[config.mk]
export PLATFORM = sky130hd
export DESIGN_NAME = ov7670_cfg_seq
export DESIGN_NICKNAME = d
export VERILOG_FILES = /design/src/rtl/ov7670_pkg.sv /design/src/rtl/cfg_wait_timer.sv /design/src/rtl/ov7670_cfg_seq.sv
export SDC_FILE = /design/constraint.sdc
export NUM_CORES = 1
export LEC_CHECK = 0
export ABC_AREA = 0
export BUFFER_PORTS_ARGS = -buffer_cell sky130_fd_sc_hd__buf_2
export CAP_MARGIN = 15
export CORE_MARGIN = 5
export CORE_UTILIZATION = 40
export CTS_CLUSTER_DIAMETER = 30
export DETAILED_ROUTE_END_ITERATION = 10
export PLACE_DENSITY = 0.62
export SYNTH_ARGS = -nofsm -noshare
export SYNTH_HDL_FRONTEND = slang
export SYNTH_HIERARCHICAL = 1
export SYNTH_SLANG_ARGS = --single-unit
[constraint.sdc]
create_clock -name clk -period 3.7 [get_ports clk]
set_input_delay 0.185 -clock clk [delete_from_list [all_inputs] [get_ports clk]]
set_output_delay 0.185 -clock clk [all_outputs]
set_load 0.01 [all_outputs]
[src/rtl/ov7670_pkg.sv]
// rtl/ov7670_pkg.sv - shared types and constants for the OV7670 configuration sequencer
package ov7670_pkg;

    localparam int ROM_ADDR_W = 7;
    localparam int ROM_DATA_W = 16;
    localparam int WAIT_W     = 24;

    localparam logic [ROM_DATA_W-1:0] CAM_END_MARKER = 16'hFFFF;
    localparam logic [7:0]            CAM_DELAY_REG  = 8'hF0;
    localparam logic [ROM_ADDR_W-1:0] ROM_LAST_ADDR  = '1;

    typedef enum logic [3:0] {
        IDLE,
        PWR_RST,
        BOOT_WAIT,
        FETCH,
        DECODE,
        ISSUE,
        WAIT_DONE,
        SETTLE,
        DELAY,
        DONE,
        ERROR
    } cfg_state_t;

endpackage

[src/rtl/cfg_wait_timer.sv]
// rtl/cfg_wait_timer.sv - down-counting wait timer shared by all timed sequencer states
module cfg_wait_timer
    import ov7670_pkg::*;
(
    input  logic              clk,
    input  logic              reset_,
    input  logic              load,
    input  logic [WAIT_W-1:0] load_val,
    input  logic              tick,
    output logic              expired
);

    logic [WAIT_W-1:0] count;

    always_ff @(posedge clk or negedge reset_) begin
        if (!reset_) begin
            count <= '0;
        end else if (load) begin
            count <= load_val;
        end else if (tick && count != '0) begin
            count <= count - WAIT_W'(1);
        end
    end

    // Flags the final cycle of a wait: a load of N occupies exactly N cycles, minimum one.
    assign expired = (count <= WAIT_W'(1));

endmodule

[src/rtl/ov7670_cfg_seq.sv]
// rtl/ov7670_cfg_seq.sv - OV7670 power-up and register-table configuration sequencer
module ov7670_cfg_seq
    import ov7670_pkg::*;
#(
    parameter int CYCLES_PER_MS = 50000,
    parameter int T_RST_MS      = 2,
    parameter int T_BOOT_MS     = 5,
    parameter int SETTLE_CYCLES = 16,
    parameter int MAX_RETRIES   = 3
) (
    input  logic                  clk,
    input  logic                  reset_,
    input  logic                  start,
    output logic [ROM_ADDR_W-1:0] rom_addr,
    input  logic [ROM_DATA_W-1:0] rom_data,
    output logic                  i2c_req,
    output logic [7:0]            i2c_reg,
    output logic [7:0]            i2c_val,
    input  logic                  i2c_ack,
    input  logic                  i2c_done,
    input  logic                  i2c_nack,
    output logic                  cam_pwdn,
    output logic                  cam_rst_,
    output logic                  busy,
    output logic                  done,
    output logic                  error,
    output logic [ROM_ADDR_W-1:0] err_idx
);

    localparam logic [WAIT_W-1:0] RST_LOAD    = WAIT_W'(T_RST_MS * CYCLES_PER_MS);
    localparam logic [WAIT_W-1:0] BOOT_LOAD   = WAIT_W'(T_BOOT_MS * CYCLES_PER_MS);
    localparam logic [WAIT_W-1:0] SETTLE_LOAD = WAIT_W'(SETTLE_CYCLES);
    localparam logic [WAIT_W-1:0] MS_CYCLES   = WAIT_W'(CYCLES_PER_MS);
    localparam logic [7:0]        RETRY_LIMIT = 8'(MAX_RETRIES);

    cfg_state_t        state;
    logic [7:0]        retries;
    logic              tmr_load;
    logic [WAIT_W-1:0] tmr_val;
    logic              tmr_tick;
    logic              tmr_expired;

    logic start_ok;
    logic is_end;
    logic is_delay;
    logic wr_fin;
    logic wr_ok;

    assign start_ok = start && (state == IDLE || state == DONE || state == ERROR);
    assign is_end   = (rom_data == CAM_END_MARKER);
    assign is_delay = (rom_data[15:8] == CAM_DELAY_REG);
    // An ack and done arriving together in ISSUE completes the write in that same cycle.
    assign wr_fin   = i2c_done && ((state == WAIT_DONE) || (state == ISSUE && i2c_ack));
    assign wr_ok    = wr_fin && !i2c_nack;
    assign tmr_tick = (state == PWR_RST) || (state == BOOT_WAIT) ||
                      (state == SETTLE)  || (state == DELAY);

    always_comb begin
        tmr_load = 1'b0;
        tmr_val  = '0;
        if (start_ok) begin
            tmr_load = 1'b1;
            tmr_val  = RST_LOAD;
        end else if (state == PWR_RST && tmr_expired) begin
            tmr_load = 1'b1;
            tmr_val  = BOOT_LOAD;
        end else if (state == DECODE && !is_end && is_delay) begin
            tmr_load = 1'b1;
            tmr_val  = WAIT_W'(rom_data[7:0]) * MS_CYCLES;
        end else if (wr_ok) begin
            tmr_load = 1'b1;
            tmr_val  = SETTLE_LOAD;
        end
    end

    cfg_wait_timer u_wait_timer (
        .clk      (clk),
        .reset_   (reset_),
        .load     (tmr_load),
        .load_val (tmr_val),
        .tick     (tmr_tick),
        .expired  (tmr_expired)
    );

    always_ff @(posedge clk or negedge reset_) begin
        if (!reset_) begin
            state    <= IDLE;
            rom_addr <= '0;
            i2c_req  <= 1'b0;
            i2c_reg  <= '0;
            i2c_val  <= '0;
            cam_pwdn <= 1'b1;
            cam_rst_ <= 1'b0;
            busy     <= 1'b0;
            done     <= 1'b0;
            error    <= 1'b0;
            err_idx  <= '0;
            retries  <= '0;
        end else begin
            unique case (state)
                IDLE, DONE, ERROR: begin
                    if (start) begin
                        state    <= PWR_RST;
                        rom_addr <= '0;
                        busy     <= 1'b1;
                        done     <= 1'b0;
                        error    <= 1'b0;
                        cam_pwdn <= 1'b0;
                        cam_rst_ <= 1'b0;
                    end
                end
                PWR_RST: begin
                    if (tmr_expired) begin
                        cam_rst_ <= 1'b1;
                        state    <= BOOT_WAIT;
                    end
                end
                BOOT_WAIT: begin
                    if (tmr_expired) begin
                        state <= FETCH;
                    end
                end
                FETCH: begin
                    state <= DECODE;
                end
                DECODE: begin
                    if (is_end) begin
                        done  <= 1'b1;
                        busy  <= 1'b0;
                        state <= DONE;
                    end else if (is_delay) begin
                        state <= DELAY;
                    end else begin
                        i2c_reg <= rom_data[15:8];
                        i2c_val <= rom_data[7:0];
                        retries <= '0;
                        i2c_req <= 1'b1;
                        state   <= ISSUE;
                    end
                end
                ISSUE: begin
                    if (i2c_ack) begin
                        i2c_req <= 1'b0;
                        state   <= WAIT_DONE;
                    end
                end
                WAIT_DONE: begin
                end
                SETTLE, DELAY: begin
                    if (tmr_expired) begin
                        if (rom_addr == ROM_LAST_ADDR) begin
                            done  <= 1'b1;
                            busy  <= 1'b0;
                            state <= DONE;
                        end else begin
                            rom_addr <= rom_addr + 1'b1;
                            state    <= FETCH;
                        end
                    end
                end
                default: begin
                    state <= IDLE;
                end
            endcase

            // Completion handling overrides the ISSUE branch above when ack and done coincide.
            if (wr_fin) begin
                if (!i2c_nack) begin
                    state <= SETTLE;
                end else if (retries < RETRY_LIMIT) begin
                    retries <= retries + 8'd1;
                    i2c_req <= 1'b1;
                    state   <= ISSUE;
                end else begin
                    error   <= 1'b1;
                    busy    <= 1'b0;
                    err_idx <= rom_addr;
                    state   <= ERROR;
                end
            end
        end
    end

endmodule

==> results by group <==
Worst setup path
  • Startpoint Class: input port
  • Worst r2r path cells: 8
  • Setup crit start: rom_data[2]
  • Reg-to-reg startpoint: state[0]
  • CP max stage cell: fa_1
  • Worst path cell trace: buf_2, ha_1, ha_1, inv_1, fa_1, inv_1, fa_1, ha_1, a21oi_1, a2111oi_1, nor2_1, o311ai_1, xnor2_1, nor2_1, nand2_1, nand3_1
  • CP Data Required Time: 3.91 ns
  • Cell mode on critical path: ha_1
  • Crit path buffers/inverters: 3
  • Critical Path End Type: flip-flop
  • CP Depth: 16
  • CP max FO: 4
  • WS Path Type: input port to flip-flop
  • CP arrival: 3.68 ns
  • Cell family with most CP delay: adder cells
  • Slowest stage delay, CP: 0.49 ns

Placement
  • DP Wirelength: 9.779 mm
  • Setup WS pre-CTS: -0.1444 ns
  • Placed Area: 6055 sq um
  • Placed insts: 815
  • Input/output buffers: 57
  • GPL Wtd Cong: 0.8498

Detailed routing
  • 1st-pass router iterations: 4
  • Vias: 4481
  • Avg Vias per Cell: 5.392
  • Antenna-violating nets left: 0
  • Final wirelength: 12.80 mm
  • DRT iter0 DRCs: 319
  • Routed len/inst: 15.40 um
  • Residual DRC: 0

Timing
  • Period utilization: 0.9387
  • Final WS setup: 0.2268 ns
  • Final-report max-slew violation count: 0
  • RSZ-0062 raised after global routing: false
  • Worst-Margin Slew: 0.9171 ns
  • WHS: -0.02543 ns
  • Sum of negative setup slack: 0 ns
  • Max_slew headroom: 0.3886
  • Final setup vio count: 0
  • Final Hold Viols: 26
  • Minimum clock period: 3.473 ns
  • Fmax: 287.9 MHz
  • Clock skew: 0.007315 ns

Floorplan
  • Die X: 126.9 um
  • Initial core utilization: 0.4110
  • Ports: 58
  • Floorplan row count: 42
  • Placeable Area: 13300 sq um
  • Die height: 126.9 um
  • Area of the die: 16100 sq um

Clock network
  • CTS tree: yes
  • CTS root buf: clkbuf_16
  • Clk buf depth: 2
  • Clock transition at path regs: 0.05 ns
  • CTS Buf Count: 9
  • Clock Sinks: 72
  • H-tree depth: 3
  • Skew-Pair Late Insertion Delay: 0.35 ns
  • Post-CTS Hold Buffers: 0

Global routing
  • Largest net degree at the start of global routing: 73
  • Vias in the first global route: 4431
  • Antenna violations before repair: 0
  • Met2 Track Usage GR: 0.2506
  • Global route total overflow: 0
  • GRT busiest layer: met2
  • First-pass GRT wire length: 21.76 mm
  • Met3 Use GR: 0.04456
  • Tot GR Track Use: 0.1656
  • GR Layer Usage met1: 0.2325

Pwr
  • Pint: 2.597 mW
  • Combinational share of power: 0.493
  • Worst vdd ir: 0.0005901 V
  • NetSw: 1.710 mW
  • P_leak: 3.002 nW
  • Sw Share: 0.3970
  • PD cells: 676.2 nW/um^2
  • Sequential group share of total power: 0.292
  • Clock share of power: 0.216

Synth
  • Mean Syn Cell Area: 9.470 sq um
  • EDFF count, synth: 0
  • Asr flop ratio synth: 1.000
  • Sequential fraction of the synthesis area: 0.3300
  • Number of synthesized register bits: 72
  • Synth Flop Type: dfrtp_1
  • Number of distinct library cells after synthesis: 65
  • Syn Inst Count: 577
  • Yosys warnings: 6
  • Mapped Area: 5464 sq um

Run status
  • Failing checks: hold timing
  • Outcome: finished with violations

Min path
  • Hold Path Class: input port to asynchronous set/reset pin

Cells and area
  • Layout cells sized above 1: 0.2122
  • Final Util: 0.4790
  • Antenna diodes: 0
  • Post-route cell area: 6369 sq um
  • Filler cell count: 1235
  • Final std cells w/o fill: 831
  • Max FFs per register: 24
  • Area Growth Syn to Fin: 16.56%
  • Largest Register: u_wait_timer/count
  • Final nets: 742

Job
  • Max Cap Viol: 0
## cells in the final DEF (no fill, tap or decap), types with 7 or more instances in the layout
master	count
fa_1	12
nand2_1	55
xnor2_1	13
nand4_1	11
xor2_1	20
buf_2	56
nand3_1	16
a21oi_1	33
or4_1	8
nor2_1	40
mux2_2	23
dfrtp_1	71
buf_4	28
nor2b_1	7
o21ai_0	32
and2_1	9
ha_1	58
nor3_1	12
inv_1	19
clkbuf_16	9
nand2b_1	10
## worst paths after layout
path,end,slack [ns]
worst max-delay path,u_wait_timer/count[23],0.23
min in group clk,i2c_reg[4],0.09
worst max register to register,u_wait_timer/count[21],0.66
max in group asynchronous,retries[0],3.14
worst min-delay path,i2c_val[4],-0.03
worst min register to register,cam_rst_,0.47
## synthesized netlist by cell type, drive strengths merged (2+ instances only)
| library cell | count | area share |
|---|---|---|
| o2111ai | 2 | 0.0032 |
| inv | 19 | 0.013 |
| and2 | 9 | 0.010 |
| o21a | 4 | 0.0055 |
| ha | 58 | 0.13 |
| nand4 | 11 | 0.013 |
| a31oi | 4 | 0.0046 |
| nand2 | 55 | 0.038 |
| nor4 | 7 | 0.010 |
| nand2b | 10 | 0.011 |
| o31ai | 6 | 0.0082 |
| and3 | 3 | 0.0034 |
| fa | 12 | 0.044 |
| a211oi | 5 | 0.0078 |
| o21bai | 2 | 0.0027 |
| or3 | 7 | 0.0089 |
| nor3 | 13 | 0.013 |
| xnor2 | 13 | 0.021 |
| dfrtp | 71 | 0.33 |
| clkbuf | 14 | 0.0096 |
| nor2b | 7 | 0.0080 |
| or4 | 8 | 0.011 |
| and4 | 3 | 0.0048 |
| nand3 | 16 | 0.015 |
| o31a | 4 | 0.0064 |
| a22o | 2 | 0.0032 |
| o22a | 2 | 0.0032 |
| o311ai | 5 | 0.0080 |
| a21o | 3 | 0.0041 |
| o21ai | 38 | 0.035 |
| buf | 12 | 0.018 |
| or2 | 4 | 0.0046 |
| nor2 | 40 | 0.027 |
| a21oi | 34 | 0.032 |
| a22oi | 2 | 0.0027 |
| o22ai | 4 | 0.0057 |
| o211ai | 5 | 0.0078 |
| mux2 | 28 | 0.058 |
| and4b | 2 | 0.0037 |
| xor2 | 20 | 0.032 |
## routing by layer
| layer | part of all wire | wire, um | vias to the layer above |
|---|---|---|---|
| met5 | 0 | 0 | - |
| met3 | 0.059 | 760 | 14 |
| met1 | 0.48 | 6187 | 2116 |
| met4 | 0.014 | 180 | 0 |
| li1 | - | - | 2242 |
| met2 | 0.44 | 5669 | 109 |
## timing repair
| item | 4_1_cts | 5_1_grt |
|---|---|---|
| setup buffers | 0 | 0 |
| endpoints found under the setup margin | 0 | 1 |
| resized for setup | 0 | 1 |
## layout make-up
type                    instances  area, sq um  share of cell area
clock buffers                  10        229.0             0.03595
clock inverters                 6        83.83             0.01316
inverters                      19        71.32             0.01120
multi-input cells             463         3451              0.5418
flip-flops and latches         72         1803              0.2831
well taps                     176        220.2             0.03458
repair buffers                 85        510.5             0.08016
## cell families (layout without fill, tap and decap cells)
kind of cell	count (synthesis)	after routing	share of synthesized area
xor gates and xnor gates	33	33	0.05290
adders and majority gates	70	70	0.1768
and+or+nand+nor	198	198	0.1880
muxes	28	28	0.05771
AOI/OAI and AO/OA	130	130	0.1532
DFF	72	72	0.3300
buffers and inverters	45	120	0.04076
other	1	4	0.0006863
## stage by stage
stage	hold WS [ns]	power [mW]
floorplan	-0.1106	2.744
global placement	0.3907	3.317
detailed placement	0.3803	3.368
CTS	0.005727	4.332
global route	0.06825	4.656
finish	-0.02543	4.307
## power groups by stage
stage | clock network [mW] | logic, mW | registers (mW)
after CTS | 0.951 | 2.13 | 1.25
final | 0.929 | 2.12 | 1.26
after global placement | 0 | 2.07 | 1.25
after floorplan | 0 | 1.49 | 1.26
after detailed placement | 0 | 2.11 | 1.25
after global routing | 0.986 | 2.38 | 1.29
Note: power is estimated with default switching activity, not from simulation.
